## src/rtl/text_buffer_writer.sv

```systemverilog
// Character-RAM writer for a text overlay: places printable codes at a wrapping cursor and
// blanks the whole buffer on request. Define TEXT_WRITER_BACKSPACE_EN to enable 0x08 handling.
module text_buffer_writer #(
   parameter int unsigned X_ADDR_WIDTH = 1,
   parameter int unsigned Y_ADDR_WIDTH = 1,
   parameter int unsigned X_CHAR_COUNT = 1,
   parameter int unsigned Y_CHAR_COUNT = 1
) (
   input  logic                                 i_pclk,
   input  logic                                 i_rst,
   input  logic [7:0]                           i_char,
   input  logic                                 i_char_valid,
   output logic                                 o_char_ready,
   input  logic                                 i_clear,
   output logic                                 o_wr_en,
   output logic [X_ADDR_WIDTH+Y_ADDR_WIDTH-1:0] o_wr_addr,
   output logic [7:0]                           o_wr_data,
   output logic                                 o_busy,
   output logic [X_ADDR_WIDTH-1:0]              o_cursor_col,
   output logic [Y_ADDR_WIDTH-1:0]              o_cursor_row
);

   localparam logic [X_ADDR_WIDTH-1:0] X_LAST = X_ADDR_WIDTH'(X_CHAR_COUNT - 1);
   localparam logic [Y_ADDR_WIDTH-1:0] Y_LAST = Y_ADDR_WIDTH'(Y_CHAR_COUNT - 1);
   localparam logic [X_ADDR_WIDTH-1:0] X_ONE  = X_ADDR_WIDTH'(1);
   localparam logic [Y_ADDR_WIDTH-1:0] Y_ONE  = Y_ADDR_WIDTH'(1);

   typedef enum logic {StIdle, StClear} state_t;

   state_t                  state;
   logic [X_ADDR_WIDTH-1:0] clr_col;
   logic [Y_ADDR_WIDTH-1:0] clr_row;
   logic                    col_at_end;
   logic [Y_ADDR_WIDTH-1:0] row_next;
   logic                    printable;
   logic                    clr_last;
   logic [X_ADDR_WIDTH-1:0] bs_col;
   logic [Y_ADDR_WIDTH-1:0] bs_row;

   assign o_char_ready = (state == StIdle) && !i_clear;

   always_comb begin
      col_at_end = (o_cursor_col == X_LAST);
      row_next   = (o_cursor_row == Y_LAST) ? '0 : o_cursor_row + Y_ONE;
      printable  = (i_char >= 8'h20) && (i_char <= 8'h7E);
      clr_last   = (clr_col == X_LAST) && (clr_row == Y_LAST);
      // Backspace target: previous position in row-major order, wrapping at (0,0)
      bs_col     = o_cursor_col - X_ONE;
      bs_row     = o_cursor_row;
      if (o_cursor_col == '0) begin
         bs_col = X_LAST;
         bs_row = (o_cursor_row == '0) ? Y_LAST : o_cursor_row - Y_ONE;
      end
   end

   always_ff @(posedge i_pclk or posedge i_rst) begin
      if (i_rst) begin
         state        <= StIdle;
         o_wr_en      <= 1'b0;
         o_wr_addr    <= '0;
         o_wr_data    <= 8'h00;
         o_busy       <= 1'b0;
         o_cursor_col <= '0;
         o_cursor_row <= '0;
         clr_col      <= '0;
         clr_row      <= '0;
      end else begin
         o_wr_en <= 1'b0;
         unique case (state)
            StIdle: begin
               if (i_clear) begin
                  state   <= StClear;
                  o_busy  <= 1'b1;
                  clr_col <= '0;
                  clr_row <= '0;
               end else if (i_char_valid) begin
                  if (printable) begin
                     o_wr_en   <= 1'b1;
                     o_wr_addr <= {o_cursor_row, o_cursor_col};
                     o_wr_data <= i_char;
                     if (col_at_end) begin
                        o_cursor_col <= '0;
                        o_cursor_row <= row_next;
                     end else begin
                        o_cursor_col <= o_cursor_col + X_ONE;
                     end
                  end else if (i_char == 8'h0A) begin
                     o_cursor_col <= '0;
                     o_cursor_row <= row_next;
                  end else if (i_char == 8'h0D) begin
                     o_cursor_col <= '0;
`ifdef TEXT_WRITER_BACKSPACE_EN
                  end else if (i_char == 8'h08) begin
                     o_wr_en      <= 1'b1;
                     o_wr_addr    <= {bs_row, bs_col};
                     o_wr_data    <= 8'h20;
                     o_cursor_col <= bs_col;
                     o_cursor_row <= bs_row;
`endif
                  end
               end
            end
            StClear: begin
               o_wr_en   <= 1'b1;
               o_wr_addr <= {clr_row, clr_col};
               o_wr_data <= 8'h20;
               if (clr_col == X_LAST) begin
                  clr_col <= '0;
                  clr_row <= clr_row + Y_ONE;
               end else begin
                  clr_col <= clr_col + X_ONE;
               end
               if (clr_last) begin
                  state        <= StIdle;
                  o_busy       <= 1'b0;
                  o_cursor_col <= '0;
                  o_cursor_row <= '0;
               end
            end
            default: state <= StIdle;
         endcase
      end
   end

endmodule
```

## config.mk

```make
export PLATFORM = sky130hd
export DESIGN_NAME = text_buffer_writer
export DESIGN_NICKNAME = d
export VERILOG_FILES = /design/src/rtl/text_buffer_writer.sv
export SDC_FILE = /design/constraint.sdc
export NUM_CORES = 1
export LEC_CHECK = 0
export BUFFER_PORTS_ARGS = -buffer_cell sky130_fd_sc_hd__clkbuf_2
export CAP_MARGIN = 10
export CORE_AREA = 5 5 42 44
export CTS_BUF_LIST = sky130_fd_sc_hd__clkbuf_8
export DETAILED_ROUTE_END_ITERATION = 12
export DIE_AREA = 0 0 47 49
export PLACE_DENSITY = 0.84
export SLEW_MARGIN = 20
export SYNTH_ARGS = -nofsm -noshare
export SYNTH_HDL_FRONTEND = slang
export SYNTH_SLANG_ARGS = --single-unit
```

## constraint.sdc

```tcl
create_clock -name i_pclk -period 1.2 [get_ports i_pclk]
set_input_delay 0.06 -clock i_pclk [delete_from_list [all_inputs] [get_ports i_pclk]]
set_output_delay 0.06 -clock i_pclk [all_outputs]
set_load 0.01 [all_outputs]
```

Yosys cells after proc, flatten, opt, wreduce, memory -nomap -nowiden

Index checks and enable logic that the tools add are counted.

Logic and storage cells: 75
Register bits: 17
Input bits: 12
Output and inout bits: 15

Reduce and logical (&&, ||, !) cells: 9
$add $sub $neg: 4
$lt $le $gt $ge: 2
Multiplexer cells: 37
Bitwise logic cells: 3
Equality and inequality tests: 11

Operators with widths:

| cell                                                 | count |
|---|---|
| two-way mux 8 bit                                    | 3 |
| two-way mux 1 bit                                    | 22 |
| == test 8 x 4 -> 1 bit (second input constant)       | 2 |
| case mux 8 bit (2 select lines)                      | 1 |
| case mux 1 bit (2 select lines)                      | 7 |
| != test 2 bit (second input constant)                | 5 |
| >= comparator 8 x 6 -> 1 bit (second input constant) | 1 |
| <= comparator 8 x 7 -> 1 bit (second input constant) | 1 |
| two-way mux 2 bit                                    | 3 |
| AND reduction 5 bit                                  | 1 |
| adder 1 bit (second input constant)                  | 4 |
| != test 4 x 2 -> 1 bit (second input constant)       | 1 |
| case mux 2 bit (2 select lines)                      | 1 |
| AND reduction 2 bit                                  | 2 |
| AND reduction 4 bit                                  | 1 |
| logical AND 1 bit                                    | 3 |
| != test 3 x 2 -> 1 bit (second input constant)       | 1 |
| != test 3 bit (second input constant)                | 1 |
| inverter 1 bit                                       | 3 |
| AND reduction 3 bit                                  | 1 |
| != test 2 x 1 -> 1 bit (second input constant)       | 1 |
| logical NOT 1 bit                                    | 1 |

Depth between registers and ports, before layout

Depth in word-level cells: 7
Gate-level depth with buffers: 5
Depth with buffers taken out: 4

Worst setup path before layout

OpenSTA, ideal clock, no wires.

Path type: register to register
Start point: register state
End point: register o_wr_data[0]
Setup time: 0.079 ns
Data arrival time: 0.912 ns
Slack: 0.208 ns
Period minus slack after synthesis: 0.992 ns
Stages on the path, launching flop included: 5
Buffers on the path: 1
Data required time: 1.121 ns
Cell sequence: dfrtp_1 -> inv_1 -> buf_2 -> nand2_1 -> mux2i_1

Longest elaborated chain between the ends: 3
Elaborated cells on any way between the ends: 6
Those cells by class: eq/ne (3); mux (1); bitwise (1); reduce/logical (1)

Ends and longest elaborated chain:

| element                              | RTL line | source |
|---|---|---|
| start: declaration                   | 30       | `state_t state;` |
| start signal: assignment             | 58       | `state <= StIdle;` |
| start signal: assignment             | 72       | `state <= StClear;` |
| start signal: assignment             | 114      | `state <= StIdle;` |
| inverter 1 bit                       | -        |  |
| != test 2 bit (no source line)       | -        |  |
| AND reduction 3 bit (no source line) | -        |  |
| end signal: assignment               | 80       | `o_wr_data <= i_char;` |
| end: declaration                     | 17       | `output logic [7:0] o_wr_data,` |

Parallel ways exist; a longest one is shown, timed or not.
A chain may end at the register's enable or synchronous reset.

Worst setup path after layout

Start point: register state
End point: output o_char_ready

Longest elaborated chain between the ends: 2

Ends and longest elaborated chain:

| element           | RTL line | source |
|---|---|---|
| inverter 1 bit    | -        |  |
| logical AND 1 bit | 40       | `assign o_char_ready = (state == StIdle) && !i_clear;` |
| end: declaration  | 13       | `output logic o_char_ready,` |

Every way passes these cells.

==> out/metrics.csv <==
stage;metric;value;unit
setup_path;critical_path_class;reg -> out;
sta;whs;0.06753;ns
floorplanning;initial_core_util;0.4268;
route;ant_nets;0;
setup_path;slowest_delay;0.37;ns
final_layout;final_cell_mix;clkbuf_2, nand2_1, dfrtp_1;
final_layout;nets;100;
setup_path;worst_ep_required_time;1.14;ns
route;vias;488;
logic_synthesis;syn_inst;58;
global_route;overflow;0;
outcome;status;complete, no violations;
logic_synthesis;synth.avg_cell_area;10.31;um^2
logic_synthesis;synth_seq_area_share;0.5439;
global_route;grt_pass1_vias;497;
hold_path;hp-class;in -> reg;
floorplanning;die_w;47;um
placement;globalplace.congestion;0.7454;
floorplanning;core_area;0.001401;mm^2
clock_tree;cts_tree;built;
route;post-route-drc-count;0;
pwr;ir_drop;1.303;mV
route;drt-vias-per-instance;4.738;
clock_tree;htreeDepth;1;
floorplanning;rows;14;
clock_tree;cts_setup_buffers;0;
floorplanning;die_area;0.002303;mm^2
clock_tree;clockBufferDepth;2;
sta;clock_skew;0.0005173;ns
route;first_iter_violations;14;
sta;setup_tns;0;ns
sta;rsz0062_at_grt;false;
final_layout;drive_gt1_frac;0.3793;
logic_synthesis;synth_warnings;0;
setup_path;cp_slowest_cell;dfrtp_1;
clock_tree;numCtsBuffers;3;
setup_path;r2r_cells;4;
clock_tree;root_buffer;clkbuf_8;
sta;fin_crit;1.102;ns
final_layout;final_common_cell;clkbuf_2;
global_route;antenna_found_initial;0;
logic_synthesis;synthesis.area;598.1;um^2
floorplanning;io_pins;27;
placement;place_hpwl;995.7;um
route;dr.pass1.iters;4;
pwr;power_leakage;0.0004206;uW
hold_path;min_path_cells;3;
setup_path;cp_top_family;flip-flops;
global_route;grt_pass1_wl;2159;um
setup_path;path_max_fanout;7;
setup_path;crit_start;state$_DFF_PP0_;
final_layout;diodes;0;
logic_synthesis;yosys_register_bits;13;
floorplanning;die_h;49;um
clock_tree;cts_sinks;13;
setup_path;crit_buf_inv;2;
sta;finalSetupViolCount;0;
clock_tree;cts.clk_slew.worst_paths;0.05;ns
sta;fin_crit_sh;0.9183;
global_route;gr-usage-all-layers;0.1326;
sta;slew_viol_final;0;
setup_path;rrSetupSlack;0.22;ns
logic_synthesis;yosysUniqueCellTypes;17;
hold_path;min_to;o_wr_data[2]$_DFFE_PP0P_;
setup_path;crit_arrival;1.04;ns
job;drv_cap;0;
route;routed_wl;1286;um
final_layout;area_delta_synth_final;31.80;%
setup_path;reg2reg_from;state$_DFF_PP0_;
placement;portBuffers;23;
setup_path;cp-end-kind;output port;
route;routedWlPerCell;12.49;um
hold_path;hold_start;i_char[2];
setup_path;cp_cell_sequence;buf_4 -> nor2_1 -> clkbuf_2;
setup_path;r2r_end;o_wr_data[3]$_DFFE_PP0P_;
clock_tree;clock_latency;0.24;ns
pwr;p_per_area;1827;mW/mm^2
sta;max_clock_freq;907.4;MHz
setup_path;start_kind;flip-flop;
sta;hold_viol_final;0;
global_route;grt_max_degree;14;
-- worst reg2reg max path, cell delays in order, from the launching register on --
cell and delay, ns:
dfrtp_1 0.37, inv_1 0.11, buf_4 0.20, nand2_1 0.08, mux2i_1 0.15
-- per-stage QoR --
stage	power, uW	cell area, um^2	util	instances	worst slack (ns)
finish	1440	788.3	0.5625	103	0.09800
global route	1548	788.3	0.5625	103	0.01919
CTS	1463	788.3	0.5625	103	0.07748
detailed placement	1069	732.0	0.5223	98	0.1069
global placement	1054	732.0	0.5223	98	0.1625
floorplan	875.2	605.6	-	60	0.2082
-- layout make-up --
class                      instances  area, um^2
clock inverter                     1       5.005
clock buffer                       3       41.29
tap                               16       20.02
timing repair buffer              28       155.1
multi-input combinational         39       230.2
sequential                        13       325.3
inverter                           3       11.26
fill                             131       613.1
-- synth_stat cells --
master	count	share of area
buf_4	3	0.038
or2_1	1	0.010
buf_6	1	0.019
mux2i_1	7	0.12
a21o_1	1	0.013
a41oi_2	1	0.027
o211ai_1	1	0.013
dfrtp_1	13	0.54
inv_1	3	0.019
conb_1	1	0.0063
and4_1	1	0.015
nor2_1	6	0.038
a21oi_1	1	0.0084
nand2_1	14	0.088
nor3b_2	1	0.021
buf_2	1	0.0084
o21ai_0	2	0.017
-- power by group --
part / total (uW) / internal (uW) / switching [uW]
Sequential: 600 / 546 / 53.7
Clock: 380 / 229 / 151
Combinational: 460 / 190 / 270
Total: 1440 / 965 / 475
-- per-layer routing --
metal	global-route usage	vias up	routed length [um]
li1	-	242	-
met1	0.1575	221	527
met2	0.2014	21	657
met3	0.03690	4	71
met4	0.08295	0	30
met5	0	-	0
-- registers in the layout, summed over array words and instances, names as in the netlist --
signal,cells
o_wr_data,8
state,1
o_busy,1
clr_row,1
o_wr_en,1
o_wr_addr,1
-- worst max-delay path by stage --
stage	cells after the start	end
2_1_floorplan	4	o_wr_data[0]$_DFFE_PP0P_
3_3_place_gp	6	o_wr_data[2]$_DFFE_PP0P_
3_5_place_dp	6	o_wr_data[1]$_DFFE_PP0P_
4_1_cts	3	o_char_ready
5_1_grt	3	o_char_ready
6_report	3	o_char_ready
-- what timing repair did --
action | CTS | global route
hold buffers | 1 | 0
gates resized for setup | 0 | 0
setup endpoints to repair | 0 | 0
endpoints found under the hold margin | 13 | 0
-- cell families after synthesis --
| group | synth area share |
|---|---|
| other cells | 0.006270 |
| compound gates | 0.07742 |
| buf+inv | 0.08367 |
| flops | 0.5439 |
| mux | 0.1172 |
| simple gates | 0.1716 |
No activity file was read; power rests on OpenSTA's default activity.
